===== src/rtl/barrido_display.sv =====
// -----------------------------------------------------------------------------
// barrido_display
//
// Time-multiplexed scanner for a multi-digit display. A prescaler divides clk
// so that each of the 2**N digits is shown for COUNT_MAX clock cycles. The
// digit index rotates 0..2**N-1 and then back to 0. The matching nibble of
// `datos` is presented on `digito`.
//
// Parameters
//   N            digit-index width; 2**N digits are scanned
//   COUNT_MAX    clk cycles per digit slot (1..2**20)
//   BLANK_CYCLES blanking length after each index change (1..COUNT_MAX-1);
//                used only when BARRIDO_BLANKING_EN is defined
//
// Optional feature
//   BARRIDO_BLANKING_EN  when defined, `valido` drops for BLANK_CYCLES cycles
//                        every time the index changes (anti-ghosting). When it
//                        is undefined, `valido` is 1 on every cycle after
//                        reset release.
//
// Ports
//   clk      in   sole clock, rising edge
//   reset_n  in   synchronous active-low reset; overrides everything
//   enable   in   1 = scan advances, 0 = prescaler and index frozen
//   datos    in   packed nibbles, digit k at [4k+3:4k]
//   indice   out  current digit index (feeds a one-hot digit decoder)
//   digito   out  nibble of datos selected by indice
//   avance   out  one-cycle pulse on the first cycle of a new digit slot
//   valido   out  1 = digito/indice may light the display
//
// All outputs come straight from flip-flops.
// -----------------------------------------------------------------------------
module barrido_display #(
    parameter int unsigned N            = 3,
    parameter int unsigned COUNT_MAX    = 100000,
    parameter int unsigned BLANK_CYCLES = 16
) (
    input  logic                  clk,
    input  logic                  reset_n,
    input  logic                  enable,
    input  logic [4*(2**N)-1:0]   datos,
    output logic [N-1:0]          indice,
    output logic [3:0]            digito,
    output logic                  avance,
    output logic                  valido
);

    // A single-cycle slot still needs a 1-bit prescaler, which never leaves 0.
    localparam int unsigned  PW         = (COUNT_MAX > 1) ? $clog2(COUNT_MAX) : 1;
    localparam logic [PW-1:0] PRESC_LAST = PW'(COUNT_MAX - 1);

    logic [PW-1:0] presc_q,  presc_d;
    logic [N-1:0]  indice_q, indice_d;
    logic [3:0]    digito_q, digito_d;
    logic          avance_q, avance_d;
    logic          valido_q, valido_d;
    logic          slot_end;

`ifdef BARRIDO_BLANKING_EN
    localparam int unsigned  BW       = $clog2(BLANK_CYCLES + 1);
    localparam logic [BW-1:0] BLANK_LD = BW'(BLANK_CYCLES);

    logic [BW-1:0] blank_q, blank_d;
`endif

    always_comb begin
        slot_end = enable && (presc_q == PRESC_LAST);

        presc_d  = presc_q;
        indice_d = indice_q;
        avance_d = 1'b0;

        if (slot_end) begin
            presc_d  = '0;
            indice_d = indice_q + N'(1);  // natural wrap 2**N-1 -> 0
            avance_d = 1'b1;
        end else if (enable) begin
            presc_d  = presc_q + PW'(1);
        end

        // Select with the index that will be displayed after this edge, so
        // digito and indice always describe the same digit.
        digito_d = 4'(datos >> {indice_d, 2'b00});

`ifdef BARRIDO_BLANKING_EN
        // The index changes exactly on slot_end edges, so that is where the
        // blanking window restarts. Counting down ignores enable.
        if (slot_end) begin
            blank_d = BLANK_LD;
        end else if (blank_q != '0) begin
            blank_d = blank_q - BW'(1);
        end else begin
            blank_d = '0;
        end
        // Registered valido reflects the counter value after this edge.
        valido_d = (blank_d == '0);
`else
        valido_d = 1'b1;
`endif
    end

    always_ff @(posedge clk) begin
        if (!reset_n) begin
            presc_q  <= '0;
            indice_q <= '0;
            digito_q <= '0;
            avance_q <= 1'b0;
            valido_q <= 1'b0;
`ifdef BARRIDO_BLANKING_EN
            blank_q  <= '0;
`endif
        end else begin
            presc_q  <= presc_d;
            indice_q <= indice_d;
            digito_q <= digito_d;
            avance_q <= avance_d;
            valido_q <= valido_d;
`ifdef BARRIDO_BLANKING_EN
            blank_q  <= blank_d;
`endif
        end
    end

    assign indice = indice_q;
    assign digito = digito_q;
    assign avance = avance_q;
    assign valido = valido_q;

endmodule


===== config.mk =====
export PLATFORM = sky130hd
export DESIGN_NAME = barrido_display
export DESIGN_NICKNAME = d
export VERILOG_FILES = /design/src/rtl/barrido_display.sv
export SDC_FILE = /design/constraint.sdc
export NUM_CORES = 1
export LEC_CHECK = 0
export ABC_AREA = 1
export CAP_MARGIN = 20
export CORE_UTILIZATION = 49
export CTS_BUF_LIST = sky130_fd_sc_hd__clkbuf_16
export CTS_CLUSTER_SIZE = 25
export DETAILED_ROUTE_END_ITERATION = 10
export GPL_TIMING_DRIVEN = 0
export PLACE_DENSITY = 0.79
export SETUP_SLACK_MARGIN = 0.4
export SLEW_MARGIN = 0
export SYNTH_ARGS = -nofsm -noshare
export SYNTH_HDL_FRONTEND = slang
export SYNTH_SLANG_ARGS = --single-unit

===== constraint.sdc =====
create_clock -name clk -period 2.1 [get_ports clk]
set_clock_uncertainty 0.15 [all_clocks]
set_input_delay 0.42 -clock clk [delete_from_list [all_inputs] [get_ports clk]]
set_output_delay 0.42 -clock clk [all_outputs]
set_load 0.02 [all_outputs]

-- After elaboration in Yosys (flattened, before gate mapping)
Index checks and enable logic that the tools add are counted.
- shift-type cells: 1
- bitwise logic cells: 1
- reduce and logical (&&, ||, !) cells: 2
- equal/unequal tests: 1
- add/subtract/negate cells: 2
- mux-type cells: 3
- operator list (operator ; number):
    32-bit by 5-bit >> shifter with 4-bit output ; 1
    17-bit by 1-bit adder with 17-bit output (second input constant) ; 1
    17-bit equality test (second input constant) ; 1
    3-bit by 1-bit adder with 3-bit output (second input constant) ; 1
    3-bit two-way mux ; 1
    1-bit two-way mux ; 2
    2-bit OR reduction ; 1
    1-bit logical AND ; 1
    1-bit inverter ; 1
- input bits: 35
- logic and storage cells: 15
- bits in registers: 26

-- Longest topological paths before layout
- word-level depth: 4
- depth in mapped cells: 13

-- Worst setup path after synthesis
OpenSTA, ideal clock, no wires.
- path kind: flip-flop to flip-flop
- start: reg presc_q[0]
- end: reg digito_q[0] (netlist: digito[0])
- library setup time: 0.112 ns
- arrival time: 1.490 ns
- buffers on the path: 1
- cell stages (with the launch flop): 12
- data required time: 1.838 ns
- slack: 0.348 ns
- path through: dfxtp_1 -> ha_1 -> nand3_2 -> nor2_8 -> nand3_4 -> nand2_4 -> buf_4 -> nand3_1 -> nand3_2 -> nand2_1 -> nand2_1 -> nand2_1
- word-level cells in the longest chain between the ends: 4
- RTL lines (what ; line ; text):
    start, declared ; 52 ; logic [PW-1:0] presc_q, presc_d;
    start signal, assigned ; 113 ; presc_q <= presc_d;
    17-bit equality test ; 67 ; slot_end = enable && (presc_q == PRESC_LAST);
    1-bit logical AND ; 67 ;
    3-bit two-way mux ; 73 ; if (slot_end) begin
    32-bit by 5-bit >> shifter with 4-bit output ; 83 ; digito_d = 4'(datos >> {indice_d, 2'b00});
    end signal, assigned ; 115 ; digito_q <= digito_d;
    end, declared ; 54 ; logic [3:0] digito_q, digito_d;
No other way between the ends.
A chain may end at the register's enable or synchronous reset.

-- Worst setup path after layout
- start: reg presc_q[2]
- end: reg digito_q[2] (netlist: digito[2])
Same word-level chain as after synthesis.

==> metrics.md <==
| Metric | Value |
|---|---|
| # hold bufs at CTS | `0` |
| Ys async rst share | `0%` |
| Yosys top cell area share | `slightly below 30%` |
| Fin Setup TNS | `0 ns` |
| Fill cells | `around 250` |
| Max Cap Violations | `0` |
| Initial antenna violation count | `0` |
| # diodes | `0` |
| Dominant cells by area after synthesis | `dfxtp_1, nand3_1, inv_1` |
| Yosys warning total | `0` |
| Vias in the first global route | `between 1500 and 2000` |
| Setup violators final | `0` |
| Met2 WL | `between 2000 and 2500 um` |
| GPL Wtd Cong | `a little under 0.9` |
| CTS max path bufs | `2` |
| Syn avg cell area | `slightly below 7 um2` |
| EDFF count, synth | `0` |
| Crit path kind | `reg2reg` |
| Worst path bufs/invs | `1` |
| CP Capture Type | `flop` |
| Leak | `~1.2 nW` |
| Mapped cell area | `about 1800 um2` |
| Core area | `around 3400 um2` |
| CP Cell Sequence | `nand2_2 -> nor2_2 -> nand2_2 -> nor2_4 -> nand3_4 -> nand2_8 -> buf_12 -> nand2_2 -> nand3_1 -> nand2_1 -> nand2_1 -> nand2_1` |
| RSZ-0062 raised after global routing | `true` |
| Seq cells post-synth | `26` |
| HP Class | `in2reg` |
| CP max FO | `5` |
| Worst-margin pin slew | `~0.29 ns` |
| Placed instance count | `roughly 350` |
| Most common flop cell mapped by yosys | `dfxtp_1` |
| Top post-synthesis cells by count | `inv_1, nand2_1, nand3_1` |
| TritonCTS clock tree | `done` |
| Pwr Density | `~400 nW/um2` |
| IO buf count | `between 40 and 50` |
| DR top layer | `met4` |
| Cell variety after synth | `31` |
| Maximum vdd drop | `approximately 440 uV` |
| Synth Net Count | `~300` |
| Max Freq | `about 550 MHz` |
| Met3 WL | `roughly 230 um` |
| Die H | `a little over 60 um` |
| Fraction of layout cells with a size suffix above 1 | `a little over a quarter` |
| Final Non-Filler Cells | `between 300 and 400` |
| Critical Path RT | `2.10 ns` |
| Count leader, synth | `inv_1` |
| Top Ports | `44` |
| Seq/Total Area, Yosys | `slightly below 30%` |
| Period minus WS final | `around 1.8 ns` |
| Vias | `1857` |
| Worst skew pair latency | `between 0.2 and 0.3 ns` |
| Clock transition at path regs | `roughly 0.06 ns` |
| Slowest cell on the critical path | `dfxtp_4` |
| Gr usage total | `23.7%` |
| Grt ovf | `0` |
| Status | `completed` |
| Synth Instances | `between 200 and 300` |
| Synth area leader | `dfxtp_1` |
| Slew Limit Fails | `0` |
| CTS sink cnt | `26` |
| Period utilization | `between 80% and 90%` |
| Largest net degree at the start of global routing | `14` |
| Clk Tree Root Cell | `clkbuf_16` |
| HPWL Detailed | `3100 um` |
| First-pass GRT wire length | `slightly below 7000 um` |
| CP arrival | `approximately 1.8 ns` |
| Relative slew margins | `about 81%` |
| DRT iter0 DRCs | `between 100 and 150` |
| M1 wire length | `2070 um` |
| FP Rows | `21` |
| Die Wd | `approximately 62 um` |
| Routed len/inst | `roughly 12 um` |
| Detail Route Antenna Nets | `0` |
| Final hold viol count | `0` |
| Initial Utilization | `between 50% and 60%` |
| Number of H-tree levels | `1` |
| Die area | `3830 um2` |
| Initial DRT Pass Iterations | `4` |
| Max incr delay on CP | `about 0.38 ns` |
| Startpoint class of the critical path | `flop` |
| Area growth, synth to finish | `48.7%` |
| Number of remaining DRC errors | `0` |
| Via density | `between 5 and 6` |
| Num CTS Buffers | `3` |
| Worst path top cell family by delay | `simple AND/OR/NAND/NOR gates` |
| Drt total wl | `4530 um` |
| Total Nets Final | `between 300 and 400` |
-- sequential cells by signal (all words and copies together), names as in the netlist --
register,flops
avance,1
valido,1
indice,3
digito,4
presc_q,17
-- power by group --
group / switching, mW / internal, mW
Clock: 0.151 / 0.252
Sequential: 0.00611 / 0.499
Combinational: 0.0602 / 0.0933
Total: 0.217 / 0.844
-- path summary, 6_finish.rpt --
check	endpoint	depth (start not counted)	slack [ns]	startpoint
max	digito[2]	12	0.30	presc_q[2]
min	presc_q[1]	3	0.27	enable
max reg2reg	digito[2]	12	0.30	presc_q[2]
min reg2reg	presc_q[1]	2	0.35	presc_q[1]
-- what timing repair did --
action,in CTS,in global routing
setup endpoints to repair,18,12
resized for setup,19,40
buffers inserted,3,8
pin swaps,4,12
gates cloned,0,2
-- stage by stage --
stage	worst slack (ns)	hold slack [ns]	total power, mW	utilization [%]	instance area [um2]
floorplan	0.392	0.298	0.580	-	1780
global placement	0.208	0.320	0.660	66.6	2260
detailed placement	0.188	0.331	0.661	66.6	2260
CTS	0.295	0.276	1.07	70.2	2380
global route	0.208	0.270	1.11	77.0	2610
finish	0.295	0.272	1.06	77.0	2610
-- cell families after synthesis --
logic type | share of synthesized area [%]
adder cells (fa/ha/maj) | 1.43
XOR/XNOR | 2.99
AO/OA/AOI/OAI | 5.92
flip-flops | 29.7
buffers and inverters | 14.9
AND/OR/NAND/NOR | 45.1
-- cells in the final DEF, fill, tap and decap left out, types with 3 or more instances in the layout --
cell / n
inv_1: 48
nand2_1: 43
nand3_1: 35
clkdlybuf4s50_1: 33
nor2_1: 15
dfxtp_1: 15
nand2_2: 13
a21oi_1: 10
dlygate4sd2_1: 9
buf_4: 8
nor2_2: 6
nand3_2: 6
dfxtp_2: 6
inv_2: 5
nand2_4: 5
nand4_1: 5
dfxtp_4: 5
o21ai_1: 4
clkbuf_16: 4
nand3_4: 3
buf_12: 3
buf_6: 3
o21ai_2: 3
nor4_1: 3
nor3_1: 3
xnor2_1: 3
xor2_1: 3
-- per-layer routing --
metal,vias to the layer above,GRT usage [%]
met5,-,0
met4,0,3.49
met3,4,3.93
met2,61,39.6
met1,856,32.7
li1,936,-
-- worst min-delay path, cell delays in order --
cell and delay (ns):
buf_8 0.12, nand2_1 0.05, a21oi_1 0.05
-- layout make-up --
class	count	area (um2)	area share (%)
Clock buffer	3	75.1	2.88
Tap cell	46	57.6	2.21
Buffer	5	72.6	2.78
Inverter	55	211	8.10
Sequential cell	26	547	20.9
Timing Repair Buffer	54	546	20.9
Multi-Input combinational cell	175	1100	42.2
Note: power is estimated with default switching activity, not from simulation.
